[src/rtl/mem_stage.sv]
// rtl/mem_stage.sv - pipeline MEM stage: load/store formatting, req/gnt/rvalid port, MEM/WB register
// Optional bus watchdog enabled by defining MEM_TIMEOUT_EN.

package riscv_pkg;
  parameter int XLEN = 32;

  typedef struct packed {
    logic       mem_read;
    logic       mem_write;
    logic       reg_write;
    logic [2:0] mem_funct3;
  } ctrl_t;

  typedef struct packed {
    logic [XLEN-1:0] alu_result;
    logic [XLEN-1:0] rs2_data_str;
    logic [4:0]      rd_addr;
    ctrl_t           ctrl;
    logic            valid_ex_mem;
  } ex_mem_reg_t;

  typedef struct packed {
    logic [XLEN-1:0] read_data;
    logic [XLEN-1:0] alu_result;
    logic [4:0]      rd_addr;
    ctrl_t           ctrl;
    logic            valid_mem_wb;
  } mem_wb_reg_t;
endpackage

module mem_stage
  import riscv_pkg::*;
#(
  parameter int TIMEOUT_CYCLES = 16
) (
  input  logic              clk,
  input  logic              reset,
  input  ex_mem_reg_t       ex_mem_in,
  output logic [XLEN-1:0]   mem_alu_result,
  output logic [4:0]        mem_rd_addr,
  output logic              mem_reg_write,
  output logic              stall_mem,
  output logic              misalign_err,
  output logic              bus_err,
  output logic              dmem_req,
  output logic              dmem_we,
  output logic [XLEN-1:0]   dmem_addr,
  output logic [3:0]        dmem_be,
  output logic [XLEN-1:0]   dmem_wdata,
  input  logic              dmem_gnt,
  input  logic              dmem_rvalid,
  input  logic [XLEN-1:0]   dmem_rdata,
  output mem_wb_reg_t       mem_wb_out
);

  typedef enum logic [1:0] {IDLE, WAIT_GNT, WAIT_RSP} state_t;

  state_t          state, state_n;
  logic            is_load, is_store, is_acc, is_byte, is_half, misaligned;
  logic [1:0]      off;
  logic [2:0]      f3;
  logic            timeout, drop_rw, load_done, misalign_n, bus_err_n;
  logic [XLEN-1:0] lane, load_fmt;
  mem_wb_reg_t     wb_n;

  assign mem_alu_result = ex_mem_in.alu_result;
  assign mem_rd_addr    = ex_mem_in.rd_addr;
  assign mem_reg_write  = ex_mem_in.ctrl.reg_write & ex_mem_in.valid_ex_mem & ~ex_mem_in.ctrl.mem_read;

  // A load takes precedence if both read and write are flagged; unknown funct3 falls to word.
  assign off        = ex_mem_in.alu_result[1:0];
  assign f3         = ex_mem_in.ctrl.mem_funct3;
  assign is_load    = ex_mem_in.ctrl.mem_read;
  assign is_store   = ex_mem_in.ctrl.mem_write & ~is_load;
  assign is_acc     = ex_mem_in.valid_ex_mem & (is_load | is_store);
  assign is_byte    = (f3 == 3'd0) | (is_load & (f3 == 3'd4));
  assign is_half    = (f3 == 3'd1) | (is_load & (f3 == 3'd5));
  assign misaligned = is_acc & ((is_half & off[0]) | (~is_byte & ~is_half & (off != 2'b00)));

  // Request fields are derived from the held EX/MEM register, so they stay stable while stalled.
  assign dmem_we   = is_store;
  assign dmem_addr = {ex_mem_in.alu_result[XLEN-1:2], 2'b00};

  always_comb begin
    dmem_be    = 4'b1111;
    dmem_wdata = ex_mem_in.rs2_data_str;
    if (is_byte) begin
      dmem_be    = 4'b0001 << off;
      dmem_wdata = {4{ex_mem_in.rs2_data_str[7:0]}};
    end else if (is_half) begin
      dmem_be    = 4'b0011 << off;
      dmem_wdata = {2{ex_mem_in.rs2_data_str[15:0]}};
    end
  end

  assign lane = dmem_rdata >> {off, 3'b000};

  always_comb begin
    load_fmt = dmem_rdata;
    case (f3)
      3'd0:    load_fmt = {{24{lane[7]}}, lane[7:0]};
      3'd4:    load_fmt = {24'd0, lane[7:0]};
      3'd1:    load_fmt = {{16{lane[15]}}, lane[15:0]};
      3'd5:    load_fmt = {16'd0, lane[15:0]};
      default: load_fmt = dmem_rdata;
    endcase
  end

`ifdef MEM_TIMEOUT_EN
  localparam int CNT_W = $clog2(TIMEOUT_CYCLES + 1);
  logic [CNT_W-1:0] wait_cnt;

  always_ff @(posedge clk) begin
    if (!reset || (state_n != state)) begin
      wait_cnt <= '0;
    end else if (state != IDLE) begin
      wait_cnt <= wait_cnt + CNT_W'(1);
    end
  end

  assign timeout = (state != IDLE) && (wait_cnt == CNT_W'(TIMEOUT_CYCLES - 1));
`else
  logic unused_timeout_cfg;
  assign unused_timeout_cfg = (TIMEOUT_CYCLES != 0);
  assign timeout            = 1'b0;
`endif

  always_comb begin
    state_n    = state;
    dmem_req   = 1'b0;
    stall_mem  = 1'b0;
    drop_rw    = 1'b0;
    load_done  = 1'b0;
    misalign_n = 1'b0;
    bus_err_n  = 1'b0;
    if (reset) begin
      case (state)
        IDLE: begin
          if (is_acc) begin
            if (misaligned) begin
              drop_rw    = 1'b1;
              misalign_n = 1'b1;
            end else begin
              dmem_req  = 1'b1;
              stall_mem = 1'b1;
              if (!dmem_gnt)     state_n   = WAIT_GNT;
              else if (is_store) stall_mem = 1'b0;
              else               state_n   = WAIT_RSP;
            end
          end
        end
        WAIT_GNT: begin
          if (timeout) begin
            state_n   = IDLE;
            drop_rw   = 1'b1;
            bus_err_n = 1'b1;
          end else begin
            dmem_req  = 1'b1;
            stall_mem = 1'b1;
            if (dmem_gnt) begin
              if (is_store) begin
                stall_mem = 1'b0;
                state_n   = IDLE;
              end else begin
                state_n = WAIT_RSP;
              end
            end
          end
        end
        WAIT_RSP: begin
          if (dmem_rvalid) begin
            load_done = 1'b1;
            state_n   = IDLE;
          end else if (timeout) begin
            state_n   = IDLE;
            drop_rw   = 1'b1;
            bus_err_n = 1'b1;
          end else begin
            stall_mem = 1'b1;
          end
        end
        default: state_n = IDLE;
      endcase
    end

    wb_n                = '0;
    wb_n.read_data      = load_done ? load_fmt : '0;
    wb_n.alu_result     = ex_mem_in.alu_result;
    wb_n.rd_addr        = ex_mem_in.rd_addr;
    wb_n.ctrl           = ex_mem_in.ctrl;
    wb_n.ctrl.reg_write = ex_mem_in.ctrl.reg_write & ~drop_rw;
    wb_n.valid_mem_wb   = ex_mem_in.valid_ex_mem & ~stall_mem;
  end

  always_ff @(posedge clk) begin
    if (!reset) begin
      state        <= IDLE;
      mem_wb_out   <= '0;
      misalign_err <= 1'b0;
      bus_err      <= 1'b0;
    end else begin
      state        <= state_n;
      mem_wb_out   <= wb_n;
      misalign_err <= misalign_n;
      bus_err      <= bus_err_n;
    end
  end

endmodule

[config.mk]
export PLATFORM = sky130hd
export DESIGN_NAME = mem_stage
export DESIGN_NICKNAME = d
export VERILOG_FILES = /design/src/rtl/mem_stage.sv
export SDC_FILE = /design/constraint.sdc
export NUM_CORES = 1
export LEC_CHECK = 0
export ABC_AREA = 1
export CAP_MARGIN = 15
export CORE_AREA = 3 3 115 117
export DETAILED_ROUTE_END_ITERATION = 16
export DIE_AREA = 0 0 118 120
export GPL_TIMING_DRIVEN = 0
export PLACE_DENSITY = 0.78
export SLEW_MARGIN = 10
export SYNTH_ARGS = -nofsm -noshare
export SYNTH_HDL_FRONTEND = slang
export SYNTH_SLANG_ARGS = --single-unit
export TNS_END_PERCENT = 20
[constraint.sdc]
create_clock -name clk -period 3.95 [get_ports clk]
set_clock_uncertainty 0.15 [all_clocks]
set_input_delay 0.79 -clock clk [delete_from_list [all_inputs] [get_ports clk]]
set_output_delay 0.79 -clock clk [all_outputs]
set_load 0.005 [all_outputs]
==> summary.txt, run 1 <==
Ant. Diodes - 0
cell count along the critical path - 10
first-pass GRT wire length - 23470 um
core area - 12470 sq um
buffers and inverters on the worst path - 3
Hold Path End - state[0]
cts hold-fix bufs - 0
Post-synth ARST share - 0%
CTS tree - built
crit path time final - 3.863 ns
Finished Cell Area - 7634 sq um
htree depth - 3
r2r setup slk - 2.37 ns
Die Y - 120 um
Vias - 4739
max-cap violations - 0
final setup violation count - 0
deepest clock path buffer count - 2
Post-synth top cells - nand2_1 (159), buf_4 (82), dfxtp_1 (79)
leakage power - 3.696 nW
actual slew at the worst max-slew pin - 0.5586 ns
status - completed
Layout Cells excl Fill - 1068
fin crit share - 97.79%
relative slew slack - 62.76%
maximum vdd drop - 0.1544 mV
WL/cell - 14.63 um
die width - 118 um
Remaining Overflow, GRT - 0
Setup crit end kind - output pin
io pins - 299
placed insts - 1054
Tot Pwr - 0.002276 W
Detail Route Antenna Nets - 0
TritonCTS Buffers - 9
Area contributors post-synth - dfxtp_1 (38%), buf_4 (15%), nand2_1 (14%)
Cell Pwr Density - 298.2 nW/um^2
worst skew pair latency - 0.32 ns
CP top delay family - buffers and inverters
Slew Viols, Final - 0
DRT Pass-1 Iters - 5
dpl hpwl - 12690 um
starting DRC count in detailed routing - 239
Setup TNS - 0 ns
Final nets - 1007
number of global-route vias before repair - 4479
WHS Path Cells - 3
antenna violations before repair - 0
largest net degree at the start of global routing - 21
register bit total from synthesis - 79
Post-CTS Setup Inserts - 0
Routed WL - 15630 um
# clock sinks - 79
CP cell instances - clkdlybuf4s50_1 > inv_2 > nand2_4 > nand2_4 > nor2_4 > nand2_1 > nand2_1 > nor2_1 > a21oi_1 > clkdlybuf4s50_1
Netlist Area Pre-Place - 4150 sq um
FP Rows - 41
top_reg_cell synth - dfxtp_1
CP max-delay cell - clkdlybuf4s50_1
drt drc - 0
final worst setup slack - 0.08729 ns
worst r2r dst - mem_wb_out[50]
Root Driver - clkbuf_16
largest incremental delay on the critical path - 0.61 ns
RSZ-0062 raised after global routing - false
# port buffers - 294
post-place setup slack - -0.3050 ns
Final GP Congestion - 0.9111
Via density - 4.437
Startpoint Class - primary input
distinct cell type count of the synthesized netlist - 32
CP required - 3.01 ns
clock slew at reported path FFs - 0.06 ns
Post-synth EDFFs - 0
most common cell in the netlist - nand2_1
share of the yosys chip area belonging to registers - 38.11%
R2R cell count - 7
hold_sp - state[1]
final hold violation count - 0
Starting Density - 33.29%
maximum clock frequency - 258.9 MHz
Crit Reg-Reg Startpoint - state[1]
post-synth top area share - 38.11%
Synth Warn # - 0
Tot GR Track Use - 21.07%
WS Path Type - primary input to output pin
Syn Area/Cell - 7.082 sq um
share of cells above drive strength 1 - 14.73%
Synth area leader - dfxtp_1
Die ar. - 14160 sq um
hold crit path type - flop to flop
crit path DAT - 2.92 ns
Placed Area - 7316 sq um
Layout area overhead - 83.93%
Worst Path Max Fanout - 9
Gate Count Post-Synth - 586
## worst reg2reg max path: cells and delay by family (launching register included)
family / cells / cell delay (ns)
buffers and inverters: 3 / 0.42
flip-flops: 1 / 0.35
AND/OR/NAND/NOR: 2 / 0.37
AO/OA/AOI/OAI: 2 / 0.23
## metal layers
layer | up-vias | routed length [um] | track usage [%]
li1 | 2354 | - | -
met5 | - | 0 | 0
met1 | 2100 | 5625 | 22.35
met2 | 262 | 8228 | 39.63
met3 | 23 | 1463 | 6.692
met4 | 0 | 311 | 6.593
## through the flow
stage	hold slack, ns	utilization [%]
after global routing	0.5244	61.24
final	0.4381	61.24
after detailed placement	0.4279	58.69
after CTS	0.4391	61.14
after floorplan	0.3917	-
after global placement	0.4271	58.69
## sequential cells by signal, indices dropped and copies added (netlist names)
| register | count |
|---|---|
| mem_wb_out | 76 |
| misalign_err | 1 |
| state | 2 |
## cell families after synthesis
family / synth area share [%]
fa+ha+maj: 1.206
buf+inv: 24.84
other cells: 0.09036
simple gates: 24.33
flops: 38.11
compound gates: 11.43
## worst max path at each step
stage	startpoint	end	slack, ns
6_report	ex_mem_in[6]	dmem_wdata[24]	0.09
4_1_cts	ex_mem_in[45]	stall_mem	0.06
2_1_floorplan	ex_mem_in[44]	stall_mem	1.12
5_1_grt	ex_mem_in[6]	dmem_wdata[24]	0.02
3_3_place_gp	ex_mem_in[44]	stall_mem	-0.29
3_5_place_dp	ex_mem_in[44]	stall_mem	-0.31
## cell usage in the layout (no fill, tap or decap), drive strengths merged, types with 2 or more instances in the layout
cell type / instances
nand3: 36
o21ai: 38
nor2: 27
ha: 4
nand4: 3
o31ai: 6
clkbuf: 15
nor3: 2
clkdlybuf4s50: 292
conb: 3
inv: 80
buf: 101
nand2: 163
a31oi: 8
a21oi: 29
dfxtp: 79
clkinvlp: 2
## layout make-up
cell class              instances  area [sq um]
plain buffers                 104         726.9
repair buffers                294          2944
well taps                     172         215.2
multi-input cells             323          1550
fillers                      1109          4832
clock buffers                  12         256.5
clock inverters                 4         53.80
inverters                      80         305.3
flip-flops and latches         79          1582
## repair_timing
action                                  in CTS  in global routing
endpoints found under the setup margin       2                  1
resized for setup                            3                  5
gates cloned                                 0                  0
## power by group
part / internal, W / switching (W)
clock network: 0.000526 / 0.000329
logic: 0.000356 / 0.000233
registers: 0.000826 / 0.00000755
No activity file was read; power rests on OpenSTA's default activity.
==> run 2: changes to the inputs <==
- ABC_AREA: 1 -> not set
- CORE_AREA: 3 3 115 117 -> 3 3 114 116
- DIE_AREA: 0 0 118 120 -> 0 0 117 119
- PLACE_DENSITY: 0.78 -> 0.76
- clock period: 3.95 -> 4.4 ns (I/O delays scaled with it)
==> summary.txt, run 2 <==
top_reg_cell synth - dfxtp_1
number of fill cells - 1049 (-5.4%)
Post-synth EDFFs - 0 (unchanged)
Clk pwr share - 37.2% (-0.3 points)
sw frac - 23.42% (-1.6 points)
Synth area leader - dfxtp_1
Routed WL - 14060 um (-10%)
dpl hpwl - 11750 um (-7.4%)
final setup violation count - 0 (unchanged)
number of global-route vias before repair - 3948 (-12%)
fin crit share - 96.02%
Setup crit end - dmem_wdata[27]
deepest clock path buffer count - 2 (unchanged)
maximum vdd drop - 0.1542 mV (about the same)
relative slew slack - 56.14% (-6.6 points)
CP required - 3.37 ns (+0.36 ns)
hold crit path type - flop to flop
share of the yosys chip area belonging to registers - 41.33% (+3.2 points)
Setup crit end kind - output pin
leakage power - 2.953 nW (-20%)
Setup TNS - 0 ns (unchanged)
distinct cell type count of the synthesized netlist - 42 (+31%)
max-cap violations - 0 (unchanged)
met2 routed WL - 7350 um (-11%)
# clock sinks - 79 (unchanged)
commonest non-fill, non-tap cell in the layout - clkdlybuf4s50_1
TritonCTS Buffers - 9 (unchanged)
Finished Cell Area - 7239 sq um (-5.2%)
Syn Area/Cell - 9.154 sq um (+29%)
RSZ-0062 raised after global routing - false
antenna violations before repair - 0 (unchanged)
CP max-delay cell - clkdlybuf4s50_1
Gate Count Post-Synth - 418 (-29%)
clock slew at reported path FFs - 0.05 ns (about the same)
post-synth top area share - 41.33% (+3.2 points)
CP cell instances - clkdlybuf4s50_1 > nor2b_1 > nor2_2 > buf_2 > buf_2 > a21oi_1 > clkdlybuf4s50_1
WS Path Type - primary input to output pin
Via density - 4.591 (+3.5%)
Synth Warn # - 0 (unchanged)
crit path time final - 4.225 ns
Die ar. - 13920 sq um (-1.7%)
die width - 117 um (-0.85%)
metal3 WL - 1342 um (-8.3%)
Tot GR Track Use - 19.09% (-2.0 points)
Post-synth top cells - buf_4 (79), dfxtp_1 (79), and2_1 (40)
Worst Path Max Fanout - 10 (+1)
# port buffers - 292 (-0.68%)
Cell Pwr Density - 272.2 nW/um^2 (-8.7%)
Die Y - 119 um (-0.83%)
register bit total from synthesis - 79 (unchanged)
share of cells above drive strength 1 - 18.13% (+3.4 points)
cts hold-fix bufs - 0 (unchanged)
htree depth - 3 (unchanged)
Tot Pwr - 0.001971 W (-13%)
Final nets - 839 (-17%)
Slew Viols, Final - 0 (unchanged)
R2R cell count - 5 (-2)
status - completed
actual slew at the worst max-slew pin - 0.6544 ns (+0.09581 ns)
Remaining Overflow, GRT - 0 (unchanged)
Comb pwr share - 24.9% (-1.0 points)
CTS tree - built
most frequent cells in the layout - clkdlybuf4s50_1 (292), buf_4 (79), dfxtp_1 (79)
largest incremental delay on the critical path - 0.59 ns (-0.02 ns)
Startpoint Class - primary input
worst skew pair latency - 0.32 ns (about the same)
Post-synth ARST share - 0% (unchanged)
crit path DAT - 3.19 ns (+0.27 ns)
Crit Reg-Reg Startpoint - state[1]
Starting Density - 31.85% (-1.4 points)
DR top layer - met4
Ant. Diodes - 0 (unchanged)
wire length on met1 - 4955 um (-12%)
Root Driver - clkbuf_16
drt drc - 0 (unchanged)
sequential share of power - 37.9% (+1.3 points)
Regs by FF count - mem_wb_out x76, state x2, misalign_err x1
Netlist Area Pre-Place - 3826 sq um (-7.8%)
Final GP Congestion - 0.8489 (-6.8%)
post_cts resized - 0 (-3)
core area - 12010 sq um (-3.6%)
Net Sw Power - 0.0004614 W (-19%)
Post-CTS Setup Inserts - 0 (unchanged)
r2r setup slk - 2.82 ns (+0.45 ns)
largest net degree at the start of global routing - 14 (-33%)
maximum clock frequency - 236.7 MHz
Area contributors post-synth - dfxtp_1 (41%), buf_4 (16%), and2_1 (6.5%)
Placed Area - 6940 sq um (-5.1%)
worst r2r dst - mem_wb_out[63]
Hold Slack - 0.3399 ns (-0.09828 ns)
Detail Route Antenna Nets - 0 (unchanged)
WL/cell - 16.07 um (+9.8%)
Setup crit start - ex_mem_in[3]
io pins - 299 (unchanged)
starting DRC count in detailed routing - 180 (-25%)
Vias - 4017 (-15%)
FP Rows - 40 (-2.4%)
DRT Pass-1 Iters - 4 (-1)
internal power component - 0.001509 W (-12%)
number of flip-flops in the largest register - 76 (unchanged)
Layout area overhead - 89.21%
final hold violation count - 0 (unchanged)
first-pass GRT wire length - 20530 um (-12%)
Reg with most FFs - mem_wb_out
run 2: changes by cell type after synthesis, moves of 7 or more:
cell and change:
o21ai_0 -25, mux2_2 +17, nand2_1 -128, buf_2 -7
a22oi_1 +8, inv_1 -71, nand3_1 -30, a211oi_1 +7
and2_1 +40, mux2i_1 +20
run 2: kinds of logic after synthesis:
group,after synthesis,synth area share [%]
compound gates,74,12.66
fa+ha+maj,4,1.308
buf+inv,106,18.57
flops,79,41.33
mux,37,10.24
other cells,1,0.09801
simple gates,117,15.79
run 2: worst min-delay path by stage:
stage / startpoint / endpoint / slack [ns] / cells past startpoint
floorplan: state[1] / state[0] / 0.30 / 1
global placement: state[1] / state[0] / 0.31 / 1
detailed placement: state[1] / state[0] / 0.33 / 1
CTS: state[1] / state[0] / 0.34 / 1
global route: state[1] / state[0] / 0.38 / 1
finish: state[1] / state[0] / 0.34 / 1
run 2: per-layer routing:
metal  global-route usage, %  vias up
met5                       0        -
met1                   19.64     1832
met4                   7.957        0
li1                        -     1935
met2                   35.38      226
met3                   5.285       24
run 2: stage by stage:
stage	utilization [%]	worst slack [ns]	instances
after floorplan	-	1.513	420
after global placement	57.78	0.1081	859
after detailed placement	57.78	0.1025	859
after CTS	60.27	0.1076	875
after global routing	60.27	0.02549	875
final	60.27	0.1753	875
run 2: layout make-up:
cell class	count	area (sq um)	share of cell area (%)
Timing Repair Buffer	292	2923	40.37
Sequential cell	79	1582	21.85
Multi-Input combinational cell	235	1541	21.29
Buffer	101	691.9	9.558
Clock buffer	10	239.0	3.301
Tap cell	147	183.9	2.541
Clock inverter	6	60.06	0.8296
Inverter	5	18.77	0.2592
run 2: worst max-delay path: cells and delay by family:
family	cells	cell delay, ns
buf+inv	4	1.60
simple gates	2	0.56
compound gates	1	0.14
run 2: power groups by stage:
| stage | Sequential [W] | Clock, W | Combinational, W |
|---|---|---|---|
| final | 0.000746 | 0.000733 | 0.000491 |
| after global routing | 0.000748 | 0.000785 | 0.000528 |
| after CTS | 0.000747 | 0.000756 | 0.000496 |
| after detailed placement | 0.000763 | 0 | 0.000493 |
| after global placement | 0.000762 | 0 | 0.000487 |
| after floorplan | 0.000765 | 0 | 0.000174 |
